==> config.mk <==
export PLATFORM = sky130hd
export DESIGN_NAME = feature_weight_mac
export DESIGN_NICKNAME = d
export VERILOG_FILES = /design/src/rtl/feature_mac_pkg.sv /design/src/rtl/feature_weight_mac_rect_mac.sv /design/src/rtl/feature_weight_mac.sv
export SDC_FILE = /design/constraint.sdc
export NUM_CORES = 1
export LEC_CHECK = 0
export CAP_MARGIN = 10
export CORE_MARGIN = 5
export CORE_UTILIZATION = 37
export DETAILED_ROUTE_END_ITERATION = 8
export GPL_TIMING_DRIVEN = 0
export PLACE_DENSITY_LB_ADDON = 0.08
export SLEW_MARGIN = 20
export SYNTH_ARGS = -nofsm -noshare
export SYNTH_HDL_FRONTEND = slang
export SYNTH_SLANG_ARGS = --single-unit
export TNS_END_PERCENT = 5
==> constraint.sdc <==
create_clock -name clk -period 9.6 [get_ports clk]
set_clock_uncertainty 0.05 [all_clocks]
set_input_delay 1.44 -clock clk [delete_from_list [all_inputs] [get_ports clk]]
set_output_delay 1.44 -clock clk [all_outputs]
set_load 0.01 [all_outputs]
==> src/rtl/feature_mac_pkg.sv <==
// Shared widths, FSM state type and weight sign-extension for the feature MAC.
// Latency: n/a (types and constants only).
// Backpressure: n/a.
package feature_mac_pkg;

  localparam int W_DATA   = 3;                   // signed rectangle weight
  localparam int W_ADDR   = 8;                   // feature index / ROM address
  localparam int W_RECT   = 18;                  // unsigned rectangle sum
  localparam int W_PROD   = W_RECT + W_DATA + 1; // one weighted term
  localparam int W_FEAT   = W_RECT + W_DATA + 2; // three-term sum, no overflow
  localparam int NUM_RECT = 3;

  typedef enum logic [1:0] {
    IDLE  = 2'd0,
    FETCH = 2'd1,
    MAC   = 2'd2,
    DONE  = 2'd3
  } state_t;

  // Two's complement weight widened to the feature width.
  function automatic logic signed [W_FEAT-1:0] sext_weight(input logic [W_DATA-1:0] w);
    return {{(W_FEAT-W_DATA){w[W_DATA-1]}}, w};
  endfunction

endpackage

==> src/rtl/feature_weight_mac_rect_mac.sv <==
// One signed multiply-add term: sum = acc + sext(w) * zext(rect).
// Latency: combinational, zero cycles.
// Backpressure: none; the caller sequences the operands.
module rect_mac
  import feature_mac_pkg::*;
(
  input  logic signed [W_FEAT-1:0] acc,
  input  logic        [W_DATA-1:0] w,
  input  logic        [W_RECT-1:0] rect,
  output logic signed [W_FEAT-1:0] sum
);

  logic signed [W_FEAT-1:0] w_ext;
  logic signed [W_FEAT-1:0] rect_ext;
  logic signed [W_PROD-1:0] prod;

  assign w_ext    = sext_weight(w);
  // Rect sums are magnitudes, so the top bits are always zero.
  assign rect_ext = $signed({{(W_FEAT-W_RECT){1'b0}}, rect});
  // The product always fits W_PROD bits; the upper bits are pure sign copies.
  assign prod     = W_PROD'(w_ext * rect_ext);
  assign sum      = acc + W_FEAT'(prod);

endmodule

==> src/rtl/feature_weight_mac.sv <==
// Haar feature value: fetch three weights by address, then sum w_i*rect_i.
// Latency: accept at edge T gives out_valid from edge T+4.
// Backpressure: single request in flight; in_ready only in IDLE, result held until out_ready.
module feature_weight_mac
  import feature_mac_pkg::*;
(
  input  logic                     clk,
  input  logic                     rst,
  input  logic                     in_valid,
  output logic                     in_ready,
  input  logic        [W_ADDR-1:0] in_addr,
  input  logic        [W_RECT-1:0] in_rect0,
  input  logic        [W_RECT-1:0] in_rect1,
  input  logic        [W_RECT-1:0] in_rect2,
  output logic                     w_en,
  output logic        [W_ADDR-1:0] w_addr,
  input  logic        [W_DATA-1:0] w0_data,
  input  logic        [W_DATA-1:0] w1_data,
  input  logic        [W_DATA-1:0] w2_data,
  output logic                     out_valid,
  input  logic                     out_ready,
  output logic signed [W_FEAT-1:0] out_feat,
  output logic        [W_ADDR-1:0] out_addr
);

  state_t                   state;
  logic [1:0]               cnt;
  logic signed [W_FEAT-1:0] acc;
  logic signed [W_FEAT-1:0] acc_nxt;
  logic [W_ADDR-1:0]        addr_q;
  logic [W_RECT-1:0]        rect_q [NUM_RECT];
  logic [W_DATA-1:0]        w_q    [NUM_RECT];
  logic [W_RECT-1:0]        rect_sel;
  logic [W_DATA-1:0]        w_sel;
  logic                     accept;

  // in_ready is gated by rst so nothing is accepted while reset is held.
  assign in_ready  = rst && (state == IDLE);
  assign accept    = in_valid && in_ready;
  // The ROM read is issued in the same cycle as the accept so data lands in FETCH.
  assign w_en      = accept;
  assign w_addr    = (state == IDLE) ? in_addr : addr_q;
  assign out_valid = (state == DONE);
  assign out_feat  = acc;
  assign out_addr  = addr_q;

  // Pick the weight/rect pair for the current MAC step.
  always_comb begin
    rect_sel = rect_q[0];
    w_sel    = w_q[0];
    case (cnt)
      2'd1: begin
        rect_sel = rect_q[1];
        w_sel    = w_q[1];
      end
      2'd2: begin
        rect_sel = rect_q[2];
        w_sel    = w_q[2];
      end
      default: ;
    endcase
  end

  rect_mac u_rect_mac (
    .acc  (acc),
    .w    (w_sel),
    .rect (rect_sel),
    .sum  (acc_nxt)
  );

  // Request FSM: latch request, capture ROM weights, three MAC steps, hold result.
  always_ff @(posedge clk or negedge rst) begin
    if (!rst) begin
      state  <= IDLE;
      cnt    <= '0;
      acc    <= '0;
      addr_q <= '0;
      for (int i = 0; i < NUM_RECT; i++) begin
        rect_q[i] <= '0;
        w_q[i]    <= '0;
      end
    end else begin
      case (state)
        IDLE: begin
          if (accept) begin
            addr_q    <= in_addr;
            rect_q[0] <= in_rect0;
            rect_q[1] <= in_rect1;
            rect_q[2] <= in_rect2;
            state     <= FETCH;
          end
        end
        FETCH: begin
          w_q[0] <= w0_data;
          w_q[1] <= w1_data;
          w_q[2] <= w2_data;
          acc    <= '0;
          cnt    <= '0;
          state  <= MAC;
        end
        MAC: begin
          acc <= acc_nxt;
          if (cnt == 2'd2) begin
            cnt   <= '0;
            state <= DONE;
          end else begin
            cnt <= cnt + 2'd1;
          end
        end
        DONE: begin
          if (out_ready) state <= IDLE;
        end
        default: state <= IDLE;
      endcase
    end
  end

endmodule
== After elaboration in Yosys (flattened, before gate mapping) ==
Cells that the tools add are included.
Cells by class
  add/sub/neg operators: 2
  multipliers: 1
  div/mod/pow operators: 0
  order comparisons: 0
  eq/ne operators: 8
  shift operators: 0
  multiplexer cells: 10
  bitwise operators: 0
  reduce and logical (&&, ||, !) cells: 6
Operators by type and width (number)
  one-hot mux 23 bit (2 select lines): 1
  one-hot mux 18 bit (2 select lines): 1
  adder 23 x 22 -> 23 bit: 1
  multiplier 3 x 19 -> 22 bit: 1
  2-to-1 mux 2 bit: 4
  2-to-1 mux 8 bit: 1
  one-hot mux 2 bit (4 select lines): 1
  == test 2 bit, second input constant: 3
  one-hot mux 3 bit (2 select lines): 1
  == test 2 x 1 -> 1 bit, second input constant: 2
  != test 2 bit, second input constant: 2
  one-hot mux 2 bit (2 select lines): 1
  AND reduction 3 bit: 1
  adder 2 x 1 -> 2 bit, second input constant: 1
  logical AND 1 bit: 2
  logical NOT 2 bit: 1
  != test 2 x 1 -> 1 bit, second input constant: 1
  AND reduction 2 bit: 1
  nonzero test 2 bit: 1
Storage, ports and cells
  bits in registers: 98
  latch bits: 0
  memory bits (writable): 0
  ROM bits: 0
  input port bits: 75
  output and inout port bits: 42
  word-level logic and storage cells: 37
  memories kept: 0

== Depth between registers and ports, before layout ==
  word-level depth: 5
  depth in mapped cells: 21

== Modules after synthesis ==
Synthesis repeated with hierarchy kept, for this count alone.
Unflattened totals
  cell total of the unflattened synthesis: 628
  area total of the unflattened synthesis: 7044.3 µm²
By module, submodules not included
  feature_weight_mac: instances 1, cells an instance 359, area each 4564.4 µm², sequential area each 2452.4 µm²
  rect_mac: instances 1, cells an instance 269, area each 2479.9 µm², sequential area each 0.0 µm²

== Least setup slack after synthesis ==
OpenSTA, ideal clock, no wires.
  path kind: flip-flop to flip-flop
  from: register cnt[0]
  to: register acc[22] (netlist: out_feat[22])
  library setup time: 126 ps
  arrival: 5020 ps
  data required time: 9424 ps
  path slack: 4404 ps
  cell stages (with the launch flop): 21
  path buffers: 2
  clock period less this slack: 5196 ps
  path through: dfrtp_1 > inv_1 > ha_1 > clkbuf_1 > o21ai_1 > clkbuf_1 > inv_1 > nand2_1 > fa_1 > fa_1 > inv_1 > fa_1 > ha_1 > inv_1 > fa_1 > nand2b_1 > a21oi_1 > o31a_4 > a31oi_4 > o2111a_1 > a221o_1
Between the ends
  cells in the longest elaborated chain, start to end: 5
  elaborated cells between the ends (all ways): 7
Ends and longest elaborated chain
  start, declared: line feature_weight_mac.sv:27  | logic [1:0] cnt;
  start signal, assigned: line feature_weight_mac.sv:107  | cnt <= cnt + 2'd1;
  == test 2 bit / == test 2 x 1 -> 1 bit (equally long branches): line feature_weight_mac.sv:51  | case (cnt)
  one-hot mux 3 bit (2 select lines) / one-hot mux 18 bit (2 select lines) (equally long branches): line feature_weight_mac.sv:51
  multiplier 3 x 19 -> 22 bit (*): line feature_weight_mac_rect_mac.sv:21  | assign prod = W_PROD'(w_ext * rect_ext);
  adder 23 x 22 -> 23 bit (*): line feature_weight_mac_rect_mac.sv:22  | assign sum = acc + W_FEAT'(prod);
  one-hot mux 23 bit (2 select lines) (*): line feature_weight_mac.sv:83  | case (state)
  end signal, assigned: line feature_weight_mac.sv:102  | acc <= acc_nxt;
  end, declared: line feature_weight_mac.sv:28  | logic signed [W_FEAT-1:0] acc;
Mark *: on every way between the ends. The rest lies on a longest branch, timed or not.
A chain may end at the register's enable or synchronous reset.

== Final worst setup path ==
Ends and elaborated chain as after synthesis.

==> summary.md <==
| Metric | Value |
|---|---|
| Post-DP HPWL | 14100 µm |
| Highest clock rate | 156 MHz |
| CTS max path bufs | 2 |
| Via count | 5090 |
| Layout net count | 901 |
| CTS Sinks | 98 |
| Largest net degree at the start of global routing | 67 |
| Hold Fails Final Rpt | 0 |
| Util after Layout | 0.475 |
| Initial Util | 0.374 |
| Die height | 145 µm |
| Grt met1 use | 0.246 |
| Crit end category | flop |
| Initial antenna violation count | 0 |
| Worst skew pair latency | 350 ps |
| # fillers | 1663 |
| Maxcap violations | 0 |
| GRT Util Overall | 0.181 |
| Met3 Track Usage GR | 0.0301 |
| Post-CTS Setup Bufs | 0 |
| Unrepaired setup endpoints after global routing | no |
| Async S/R FF share, synth | 1.00 |
| Slew Viols, Final | 0 |
| Sequential share of the synthesized area | 0.366 |
| Share of cells above drive strength 1 | 0.152 |
| Crit share post-route | 0.666 |
| CP Data Required Time | 9790 ps |
| #FFs+latches synth | 98 |
| Synth top area share | 0.366 |
| Worst hold-check path type | flop to flop |
| DIE AREA | 20900 µm² |
| TritonRoute pass-1 iters | 4 |
| CTS tree | yes |
| Hold slack | 456 ps |
| Max H-tree Level | 3 |
| Post-synth EDFFs | 0 |
| Tmin final | 6400 ps |
| Post-CTS sizing | 0 |
| Gr ovfl total | 0 |
| Post-Syn Nets | 773 |
| Routed length per instance | 18.6 µm |
| Clk root buf | clkbuf_16 |
| Mean Syn Cell Area | 11.0 µm² |
| # rows | 49 |
| GRT busiest layer | met2 |
| Clock transition at the registers of the reported paths | 70 ps |
| Core Footprint | 17900 µm² |
| Synth area leader | dfrtp_1 |
| Synth unique cells | 61 |
| Critical path type | flop to flop |
| Worst slew margin | 0.286 |
| Drt first-iter violations | 189 |
| Startpoint types | flop |
| CP arrival | 6590 ps |
| Hold-fix buffers at CTS | 0 |
| Syn. warnings | 0 |
| Vias in the first global route | 5486 |
| Dpl cells | 955 |
| Top post-synthesis cells by area | dfrtp_1 37%, mux2_2 13%, fa_1 11% |
| CP max FO | 10 |
| Top-count cell post-synth | dfrtp_1 |
| Final WL | 18000 µm |
| DRC errors left | 0 |
| CTS buffer count | 9 |
| Synth Cell Area | 6700 µm² |
| Diode count | 0 |
| Post-synthesis cell count | 609 |
| Placer Congestion | 0.890 |
| Worst-Margin Slew | 1060 ps |
| Cell Count, Final, Fillers Out | 970 |
| Port bufs | 116 |
| Status | finished clean |
| Remaining antenna violation count after routing | 0 |
| Vias per cell | 5.25 |
| Die W | 145 µm |
| Setup TNS | 0 ps |
| Top post-synthesis cells by count | 98 x dfrtp_1, 79 x mux2_2, 53 x ha_1 |
| Area Overhead vs Synth | 26.9% |
| Post-synth top flop | dfrtp_1 |
| I/O Pins | 117 |
| Global-route met2 utilization | 0.299 |
| Final setup vio count | 0 |
| First-pass GRT wire length | 29200 µm |
## layer usage
layer  up-vias  share of wire  wire length [µm]
li1       2421              -                 -
met1      2546           0.46              8330
met4         0          0.018               327
met5         -              0                 0
met2       103           0.49              8740
met3        20          0.035               626
## stage by stage
stage               setup slack (ps)  instance area (µm²)
finish                          3200                 8500
CTS                             3090                 8500
global placement                 700                 8150
global route                    2770                 8500
floorplan                       4400                 6700
detailed placement              3110                 8180
## registers in the layout (all words and copies together), names as in the netlist
signal and cells:
out_addr 8, cnt 2, out_feat 23, w_q 9, state 2, rect_q 54
## worst max-delay path, stage by stage (launching register included)
cell	delay, ps
dfrtp_1	360
inv_1	80
ha_1	290
clkbuf_1	160
o21ai_1	850
clkbuf_1	520
inv_1	260
nand2_1	150
fa_1	420
fa_1	510
inv_1	50
fa_1	500
ha_1	230
inv_1	80
fa_1	380
nand2b_1	200
a21oi_1	260
o31a_4	270
a31oi_4	130
o2111a_1	270
a221o_1	250
## cell type report
type                       instances  area [µm²]  share of cell area
buffer                            32         160              0.0188
clock buffer                       9         225              0.0265
clock inverter                     6        98.8              0.0116
inverter                          29         109              0.0128
multi-input combinational        450        3980               0.468
sequential                        98        2450               0.288
tap                              229         287              0.0337
timing repair buffer             117        1190               0.140
## final timing paths
| check | start | end | slack [ps] | cells after the start |
|---|---|---|---|---|
| max | cnt[0]$_DFFE_PN0P_ | out_feat[22]$_DFFE_PN0P_ | 3200 | 20 |
| min | rect_q[48]$_DFFE_PN0P_ | rect_q[48]$_DFFE_PN0P_ | 460 | 1 |
| max reg2reg | cnt[0]$_DFFE_PN0P_ | out_feat[22]$_DFFE_PN0P_ | 3200 | 20 |
| min reg2reg | rect_q[48]$_DFFE_PN0P_ | rect_q[48]$_DFFE_PN0P_ | 460 | 1 |
| max in group asynchronous | rst | rect_q[39]$_DFFE_PN0P_ | 7900 | 2 |
| min in group asynchronous | rst | out_feat[16]$_DFFE_PN0P_ | 920 | 1 |
## cell families (layout without fill, tap and decap cells)
kind of cell,Yosys count,after routing,share of synthesized area
simple gates,135,135,0.0945
flops,98,98,0.366
mux,80,80,0.134
compound gates,134,134,0.143
fa+ha+maj,89,89,0.206
buf+inv,61,193,0.0401
xor+xnor,12,12,0.0157
## cell usage in the layout (no fill, tap or decap), types with 5 or more instances in the layout
cell type / netlist / routed
o21bai_1: 5 / 5
dfrtp_1: 98 / 98
fa_1: 36 / 36
xnor2_1: 10 / 10
a21oi_1: 19 / 19
nand2b_1: 5 / 5
nor2_1: 45 / 45
o21ai_0: 35 / 35
nand4_1: 5 / 5
nand2_1: 36 / 36
o21ai_1: 6 / 6
ha_1: 53 / 53
nor2b_1: 17 / 17
a22o_1: 9 / 9
mux2_2: 79 / 79
inv_1: 29 / 29
a22oi_1: 21 / 21
clkdlybuf4s50_1: 0 / 115
nand3_1: 9 / 9
clkbuf_1: 22 / 22
clkbuf_16: 0 / 9
Power is left out: the tool's default activity adds up to more than one toggle a clock period on the data nets, which glitch-free logic cannot reach.
